$ cat config.mk
export PLATFORM = sky130hd
export DESIGN_NAME = rf_write_ctrl
export DESIGN_NICKNAME = d
export VERILOG_FILES = /design/src/rtl/rv_pkg.sv /design/src/rtl/wb_fifo.sv /design/src/rtl/rf_write_ctrl.sv
export SDC_FILE = /design/constraint.sdc
export NUM_CORES = 1
export LEC_CHECK = 0
export CAP_MARGIN = 20
export CORE_MARGIN = 2
export CORE_UTILIZATION = 55
export CTS_BUF_LIST = sky130_fd_sc_hd__clkbuf_16
export DETAILED_ROUTE_END_ITERATION = 16
export PLACE_DENSITY = 0.94
export SLEW_MARGIN = 20
export SYNTH_ARGS = -nofsm -noshare
export SYNTH_HDL_FRONTEND = slang
export SYNTH_SLANG_ARGS = --single-unit
export TNS_END_PERCENT = 50
$ cat constraint.sdc
create_clock -name clk -period 4.5 [get_ports clk]
set_clock_uncertainty 0.15 [all_clocks]
set_input_delay 0.675 -clock clk [delete_from_list [all_inputs] [get_ports clk]]
set_output_delay 0.675 -clock clk [all_outputs]
set_load 0.01 [all_outputs]
$ cat src/rtl/rv_pkg.sv
// rv_pkg: shared register-file constants and the write-back entry payload.
//   XLEN       - default result width
//   REG_ADDR_W - architectural register address width
//   NUM_REGS   - number of architectural registers
//   wb_entry_t - {rd, data} write-back payload at the default XLEN
package rv_pkg;

    localparam int unsigned XLEN       = 32;
    localparam int unsigned REG_ADDR_W = 5;
    localparam int unsigned NUM_REGS   = 32;

    typedef struct packed {
        logic [REG_ADDR_W-1:0] rd;
        logic [XLEN-1:0]       data;
    } wb_entry_t;

endpackage

$ cat src/rtl/wb_fifo.sv
// wb_fifo: synchronous FIFO holding pending register-file writes.
//   clk, rst_n - clock, asynchronous active-low reset
//   push, din  - enqueue request and payload (ignored when full)
//   pop        - dequeue request (ignored when empty)
//   head_c     - combinational view of the oldest entry
//   full       - registered, occupancy == DEPTH
//   empty      - registered, occupancy == 0
//   count      - registered occupancy
module wb_fifo #(
    parameter int unsigned WIDTH = 37,
    parameter int unsigned DEPTH = 4
) (
    input  logic                       clk,
    input  logic                       rst_n,
    input  logic                       push,
    input  logic [WIDTH-1:0]           din,
    input  logic                       pop,
    output logic [WIDTH-1:0]           head_c,
    output logic                       full,
    output logic                       empty,
    output logic [$clog2(DEPTH):0]     count
);

    localparam int unsigned PTR_W = $clog2(DEPTH);
    localparam int unsigned CNT_W = PTR_W + 1;

    logic [WIDTH-1:0] mem [DEPTH];
    logic [PTR_W-1:0] wr_ptr;
    logic [PTR_W-1:0] rd_ptr;
    logic [CNT_W-1:0] count_nxt;
    logic             do_push;
    logic             do_pop;

    assign do_push = push && !full;
    assign do_pop  = pop && !empty;
    assign head_c  = mem[rd_ptr];

    // Next occupancy; a simultaneous push and pop leaves it unchanged.
    always_comb begin
        count_nxt = count;
        if (do_push && !do_pop) begin
            count_nxt = count + CNT_W'(1);
        end else if (!do_push && do_pop) begin
            count_nxt = count - CNT_W'(1);
        end
    end

    // Pointers and flags; pointers wrap naturally since DEPTH is a power of two.
    always_ff @(posedge clk or negedge rst_n) begin
        if (!rst_n) begin
            wr_ptr <= '0;
            rd_ptr <= '0;
            count  <= '0;
            full   <= 1'b0;
            empty  <= 1'b1;
        end else begin
            if (do_push) wr_ptr <= wr_ptr + PTR_W'(1);
            if (do_pop)  rd_ptr <= rd_ptr + PTR_W'(1);
            count <= count_nxt;
            full  <= (count_nxt == CNT_W'(DEPTH));
            empty <= (count_nxt == '0);
        end
    end

    // Storage needs no reset: the pointers define which entries are live.
    always_ff @(posedge clk) begin
        if (do_push) mem[wr_ptr] <= din;
    end

endmodule

$ cat src/rtl/rf_write_ctrl.sv
// rf_write_ctrl: arbitrates ALU and load results into a write queue that
// drains into the register-file write port, and tracks outstanding writes.
//   clk, rst_n                     - clock, asynchronous active-low reset
//   alu_valid/ready, alu_rd/data   - ALU result handshake (lower priority)
//   lsu_valid/ready, lsu_rd/data   - load result handshake (higher priority)
//   wb_hold                        - blocks draining of the queue
//   issue_mark, issue_rd           - reserve rd for a pending write
//   pending                        - per-register outstanding-write scoreboard
//   WE, A3, WD3                    - registered register-file write port
//   count                          - queue occupancy
module rf_write_ctrl
    import rv_pkg::*;
#(
    parameter int unsigned XLEN  = rv_pkg::XLEN,
    parameter int unsigned DEPTH = 4
) (
    input  logic                     clk,
    input  logic                     rst_n,
    input  logic                     alu_valid,
    output logic                     alu_ready,
    input  logic [REG_ADDR_W-1:0]    alu_rd,
    input  logic [XLEN-1:0]          alu_data,
    input  logic                     lsu_valid,
    output logic                     lsu_ready,
    input  logic [REG_ADDR_W-1:0]    lsu_rd,
    input  logic [XLEN-1:0]          lsu_data,
    input  logic                     wb_hold,
    input  logic                     issue_mark,
    input  logic [REG_ADDR_W-1:0]    issue_rd,
    output logic [NUM_REGS-1:0]      pending,
    output logic                     WE,
    output logic [REG_ADDR_W-1:0]    A3,
    output logic [XLEN-1:0]          WD3,
    output logic [$clog2(DEPTH):0]   count
);

    localparam int unsigned ENTRY_W = REG_ADDR_W + XLEN;

    // Local payload type so that an XLEN override stays consistent.
    typedef struct packed {
        logic [REG_ADDR_W-1:0] rd;
        logic [XLEN-1:0]       data;
    } entry_t;

    entry_t              sel_entry_c;
    entry_t              head_entry_c;
    logic [ENTRY_W-1:0]  head_raw_c;
    logic                push_c;
    logic                pop_c;
    logic                fifo_full;
    logic                fifo_empty;
    logic                lsu_fire_c;
    logic                alu_fire_c;
    logic [NUM_REGS-1:0] pending_nxt;

    // Fixed priority: the load unit always wins the single enqueue slot.
    assign lsu_ready  = !fifo_full;
    assign alu_ready  = !fifo_full && !lsu_valid;
    assign lsu_fire_c = lsu_valid && lsu_ready;
    assign alu_fire_c = alu_valid && alu_ready;

    // Select the winning result; writes to x0 complete the handshake but are dropped.
    always_comb begin
        sel_entry_c = '0;
        push_c      = 1'b0;
        if (lsu_fire_c) begin
            sel_entry_c.rd   = lsu_rd;
            sel_entry_c.data = lsu_data;
        end else begin
            sel_entry_c.rd   = alu_rd;
            sel_entry_c.data = alu_data;
        end
        push_c = (lsu_fire_c || alu_fire_c) && (sel_entry_c.rd != '0);
    end

    assign pop_c        = !fifo_empty && !wb_hold;
    assign head_entry_c = entry_t'(head_raw_c);

    wb_fifo #(
        .WIDTH (ENTRY_W),
        .DEPTH (DEPTH)
    ) u_fifo (
        .clk    (clk),
        .rst_n  (rst_n),
        .push   (push_c),
        .din    (ENTRY_W'(sel_entry_c)),
        .pop    (pop_c),
        .head_c (head_raw_c),
        .full   (fifo_full),
        .empty  (fifo_empty),
        .count  (count)
    );

    // Register-file write port: one pulse per popped entry, address/data held otherwise.
    always_ff @(posedge clk or negedge rst_n) begin
        if (!rst_n) begin
            WE  <= 1'b0;
            A3  <= '0;
            WD3 <= '0;
        end else begin
            WE <= pop_c;
            if (pop_c) begin
                A3  <= head_entry_c.rd;
                WD3 <= head_entry_c.data;
            end
        end
    end

    // Scoreboard: clear on the edge the register file latches, then set (set wins).
    always_comb begin
        pending_nxt = pending;
        if (WE) pending_nxt[A3] = 1'b0;
        if (issue_mark && (issue_rd != '0)) pending_nxt[issue_rd] = 1'b1;
        pending_nxt[0] = 1'b0;
    end

    always_ff @(posedge clk or negedge rst_n) begin
        if (!rst_n) begin
            pending <= '0;
        end else begin
            pending <= pending_nxt;
        end
    end

endmodule

### After elaboration in Yosys (flattened, before gate mapping)

Memories as Yosys holds them, arrays and structs flattened. A register that Yosys moved wholly into a read port is not among the register bits.
Cells that the tools add are included.

| word-level totals | value |
|---|---|
| output and inout bits | 75 |
| logic and storage cells | 54 |
| bits in registers | 41 |
| memories | 1 |
| memory bits (writable) | 148 |
| input bits | 85 |

| operators by class | value |
|---|---|
| magnitude comparators | 4 |
| bitwise operators | 3 |
| muxes and demuxes | 11 |
| reduce and logical (&&, ||, !) cells | 23 |
| $add $sub $neg | 4 |
| eq/ne operators | 1 |

Memory list:

| name | words | width | read ports | clocked after memory_dff | wr ports | RTL line | RTL |
|---|---|---|---|---|---|---|---|
| u_fifo.mem | 4 | 37 | 1 | 1 | 1 | wb_fifo.sv:27 | `logic [WIDTH-1:0] mem [DEPTH];` |

Operators with widths:

| cell | count |
|---|---|
| 32-bit two-way mux | 2 |
| 37-bit two-way mux | 1 |
| 32-bit bitwise AND | 1 |
| 32-bit inverter | 1 |
| 32-bit OR | 1 |
| 1-bit logical AND | 12 |
| 5-bit by 6-bit less-than comparator with 1-bit output, second input constant | 2 |
| 1-bit demux with 5-bit select | 2 |
| 5-bit by 1-bit greater-or-equal comparator with 1-bit output, second input constant | 2 |
| 5-bit nonzero test | 2 |
| 1-bit zero test | 7 |
| 3-bit two-way mux | 2 |
| 2-bit by 1-bit adder with 2-bit output, second input constant | 2 |
| 1-bit two-way mux | 4 |
| 3-bit by 1-bit adder with 3-bit output, second input constant | 1 |
| 3-bit equality test, second input constant | 1 |
| 3-bit zero test | 1 |
| 3-bit by 1-bit subtractor with 3-bit output, second input constant | 1 |
| 1-bit logical OR | 1 |

### Logic depth before layout (Yosys ltp)

| logic depth | value |
|---|---|
| depth after elaboration | 11 |
| gate-level depth with buffers | 7 |
| mapped depth without buffers | 6 |

### Hierarchy

Synthesis repeated with hierarchy kept, for this count alone.

| second synthesis, totals | value |
|---|---|
| cell total of the unflattened synthesis | 496 |
| area, all modules | 9049.9 µm² |

Modules (own cells, without submodules):

| module | sequential area each (µm²) | area each (µm²) | times used | cells each |
|---|---|---|---|---|
| wb_fifo | 4670.7 | 5888.1 | 1 | 246 |
| rf_write_ctrl | 1726.7 | 3161.8 | 1 | 250 |

### Worst setup path after synthesis

OpenSTA, ideal clock, no wires.

| timing | value |
|---|---|
| path type | in2reg |
| from | in alu_rd[3] |
| to | mem u_fifo.mem[0][0] (enable) |
| data arrival time | 2.446 ns |
| path buffers | 1 |
| slack | 1.507 ns |
| cell stages on the path | 5 |
| data required time | 3.952 ns |
| cells stage by stage | nor2_1 -> and3_1 -> nor3_1 -> clkbuf_1 -> and2_1 |

| on the way | value |
|---|---|
| cells in the longest elaborated chain, start to end | 6 |

RTL lines:

| element | RTL line | RTL |
|---|---|---|
| from (decl) | rf_write_ctrl.sv:21 | `input logic [REG_ADDR_W-1:0] alu_rd,` |
| 37-bit two-way mux | rf_write_ctrl.sv:66 | `if (lsu_fire_c) begin` |
| 5-bit nonzero test | rf_write_ctrl.sv:73 | `push_c = (lsu_fire_c \|\| alu_fire_c) && (sel_entry_c.rd != '0);` |
| 1-bit logical AND | rf_write_ctrl.sv:73 |  |
| 1-bit logical AND | wb_fifo.sv:34 | `assign do_push = push && !full;` |
| 1-bit two-way mux | wb_fifo.sv:67 | `if (do_push) mem[wr_ptr] <= din;` |
| 1-bit two-way mux (implied by the code) | wb_fifo.sv:67 |  |
| to (decl) | wb_fifo.sv:27 |  |

Every way passes these cells.

### Worst setup path in the final report

| timing | value |
|---|---|
| from | in lsu_valid |
| to | mem u_fifo.mem[3][25] (enable) |

| on the way | value |
|---|---|
| cells in the longest elaborated chain, start to end | 8 |
| elaborated cells on any way between the ends | 11 |

RTL lines:

| element | RTL line | RTL |
|---|---|---|
| from (decl) | rf_write_ctrl.sv:23 | `input logic lsu_valid,` |
| branches (longest 4 deep; another with 37-bit two-way mux) | n/a |  |
| 1-bit logical AND (*) | rf_write_ctrl.sv:73 |  |
| 1-bit logical AND (*) | wb_fifo.sv:34 |  |
| 1-bit two-way mux (*) | wb_fifo.sv:67 |  |
| 1-bit two-way mux (implied by the code) (*) | wb_fifo.sv:67 |  |

Every way passes the cells marked *.

==> flow_summary_export.csv <==
group,metric,value,unit
status,status,"complete, no violations",
timing,period_share,67.9,%
timing,slew_headroom,37.6,%
route,dr.pass1.iters,7,
final_layout,area_growth,28.5,%
worst_setup_path,worstReg2RegStart,"u_fifo.empty",
floorplanning,die_h,132,um
grt,grt_remaining_overflow,0,
power,p_per_area,688,mW/mm2
cts,clk_path_buf_depth,3,
timing,fin_ws,1.44,ns
grt,antenna_found_initial,0,
final_layout,layout_commonest_cell,"clkdlybuf4s50_1",
route,drc,0,
worst_setup_path,startpoint_type,"input pin",
final_layout,final_nets,837,
placed_design,port_buffers,158,
route,ant_nets,0,
placed_design,post-dp-hpwl,13.2,mm
cts,clk-insertion-delay-late,0.53,ns
worst_setup_path,cp_top_family,"simple AND/OR/NAND/NOR gates",
run,max-cap-violations,0,
timing,hold_viol,0,
floorplanning,initial_core_util,56.6,%
timing,rsz0062_at_grt,"false",
worst_setup_path,cp-endpoint,"u_fifo.mem[3][25]",
yosys,synth-main-ff-cell,"edfxtp_1",
grt,grt_pass1_vias,6022,
timing,period_needed,3.06,ns
worst_setup_path,path_depth,6,
route,wl,22.0,mm
timing,setup_viol,0,
yosys,synth_nets,675,
cts,ctsRootBufferMaster,"clkbuf_16",
cts,post-cts-setup-buffers,0,
cts,hold_buffers,0,
worst_setup_path,cp.required,4.58,ns
worst_setup_path,r2r_slack,1.64,ns
cts,cts.sinks,226,
final_layout,drive_gt1_share,16.9,%
cts,path_clk_slew,0.06,ns
yosys,syn_avg_cell_area,15.5,um2
timing,max_clock_freq,327,MHz
yosys,synth_edf_count,148,
worst_setup_path,max_stage_delay,0.57,ns
route,via_count,5788,
worst_setup_path,cp-end-kind,"register",
floorplanning,die_w,132,um
yosys,synth.distinct_cells,39,
grt,grt_max_degree,79,
yosys,synthArstFlopShare,34.5,%
yosys,yosys_warnings,0,
worst_setup_path,critPathArrivalTime,3.14,ns
power,ir_worst_vdd,0.000414,V
floorplanning,rows,46,
power,leakagePower,4.30,nW
route,drt_iter0_drc,479,
cts,tritoncts,"done",
grt,gr-usage-all-layers,25.5,%
yosys,synthCells,584,
worst_setup_path,crit_chain,"clkdlybuf4s50_1 -> nand2b_4 -> and3_1 -> nor3_1 -> and2_2 -> buf_12",
worst_setup_path,crit_slowest_cell,"and2_2",
floorplanning,core_area,0.0160,mm2
worst_setup_path,cp_max_fo,41,
worst_setup_path,crit_type,"input pin to register",
cts,cts-resized-gates,0,
final_layout,n_antenna_cell,0,
route,vias_per_cell,5.92,
cts,htreeDepth,1,
worst_setup_path,rr_endpoint,"u_fifo.full",
timing,slew_violations,0,
worst_setup_path,reg2regPathDepth,5,
floorplanning,die_area,0.0175,mm2
grt,grt_first_pass_wirelength,34.3,mm
timing,setup_tns,0,ns
yosys,synth-seq-cells,226,
worst_setup_path,critPathBufInv,2,
yosys,ys_seq_area_share,70.7,%
placed_design,gp_congestion,0.853,
yosys,netlist_area,0.00905,mm2
timing,worst_pin_slew,0.936,ns
worst_setup_path,cp-startpoint,"lsu_valid",
final_layout,most-common-layout-cells,"clkdlybuf4s50_1 (157), edfxtp_1 (148), nand2_1 (119), dfrtp_1 (75), o21ai_0 (64)",
placed_design,dp_slack,0.939,ns
floorplanning,ios,160,
route,wire_per_inst,22.5,um
hold_path,worstHoldPathType,"input pin to async pin",
cts,cts-buffers-inserted,22,
[how the worst min path moves through the flow]
| stage | endpoint | slack [ns] | cells after the start |
|---|---|---|---|
| floorplan | A3[0] | 0.23 | 0 |
| global placement | WD3[31] | 0.31 | 2 |
| detailed placement | WD3[27] | 0.31 | 2 |
| CTS | WD3[12] | 0.21 | 1 |
| global route | WD3[1] | 0.10 | 1 |
| finish | pending[18] | 0.07 | 1 |
[metal layers]
metal,GRT usage (%),part of all wire (%)
met1,32.0,37
met2,45.3,52
met3,4.84,7.9
met4,7.89,2.8
met5,0,0
[where the power goes]
part	switching [W]	internal [W]	total, W	leakage [nW]
Clock	0.000783	0.00113	0.00191	0.380
Combinational	0.00128	0.00132	0.00259	1.66
Sequential	0.000476	0.00302	0.00350	2.26
[flip-flops by register name, summed over array words and instances, names as in the netlist, 2 cells and up]
| signal | cells |
|---|---|
| pending | 31 |
| u_fifo.mem | 148 |
| WD3 | 32 |
| u_fifo.count | 3 |
| A3 | 5 |
| u_fifo.wr_ptr | 2 |
| u_fifo.rd_ptr | 2 |
[through the flow]
stage	cells	instance area, um2	power, W	hold slack, ns	utilization, %
6_report	978	11600	0.00801	0.0679	72.7
3_3_place_gp	938	10900	0.00586	0.310	67.9
5_1_grt	978	11600	0.00836	0.103	72.7
2_1_floorplan	584	9050	0.00479	0.229	-
3_5_place_dp	938	10900	0.00604	0.314	67.9
4_1_cts	978	11600	0.00803	0.210	72.7
[logic make-up after synthesis]
kind of cell    after synthesis  share of synthesized area (%)
other cells                   1                         0.0414
simple gates                165                           8.21
buf+inv                      32                           1.45
xor+xnor                      5                          0.484
mux                          75                           13.9
fa+ha+maj                     7                          0.940
flops                       226                           70.7
compound gates               73                           4.28
[cell type report]
type / count / area [um2]
tap: 216 / 270
sequential: 226 / 6400
clock inverter: 18 / 209
clock buffer: 22 / 551
timing repair buffer: 164 / 1650
fill: 961 / 4370
inverter: 6 / 22.5
multi-input combinational: 326 / 2530
[cells in the mapped netlist (all sizes together), types with 2 or more instances]
cell / n / area, um2
inv: 6 / 22.5
or3b: 4 / 35.0
ha: 6 / 75.1
buf: 10 / 48.8
clkbuf: 16 / 60.1
or3: 3 / 18.8
nor2: 6 / 22.5
o21ai: 64 / 320
mux4: 37 / 833
nand3: 6 / 30.0
nand3b: 10 / 75.1
a21oi: 2 / 10.0
and3: 3 / 18.8
xnor2: 5 / 43.8
and2: 4 / 25.0
nand4: 3 / 18.8
nor3: 3 / 15.0
edfxtp: 148 / 4440
mux2: 37 / 417
dfrtp: 77 / 1930
nand2: 119 / 447
No activity file was read; power rests on OpenSTA's default activity.
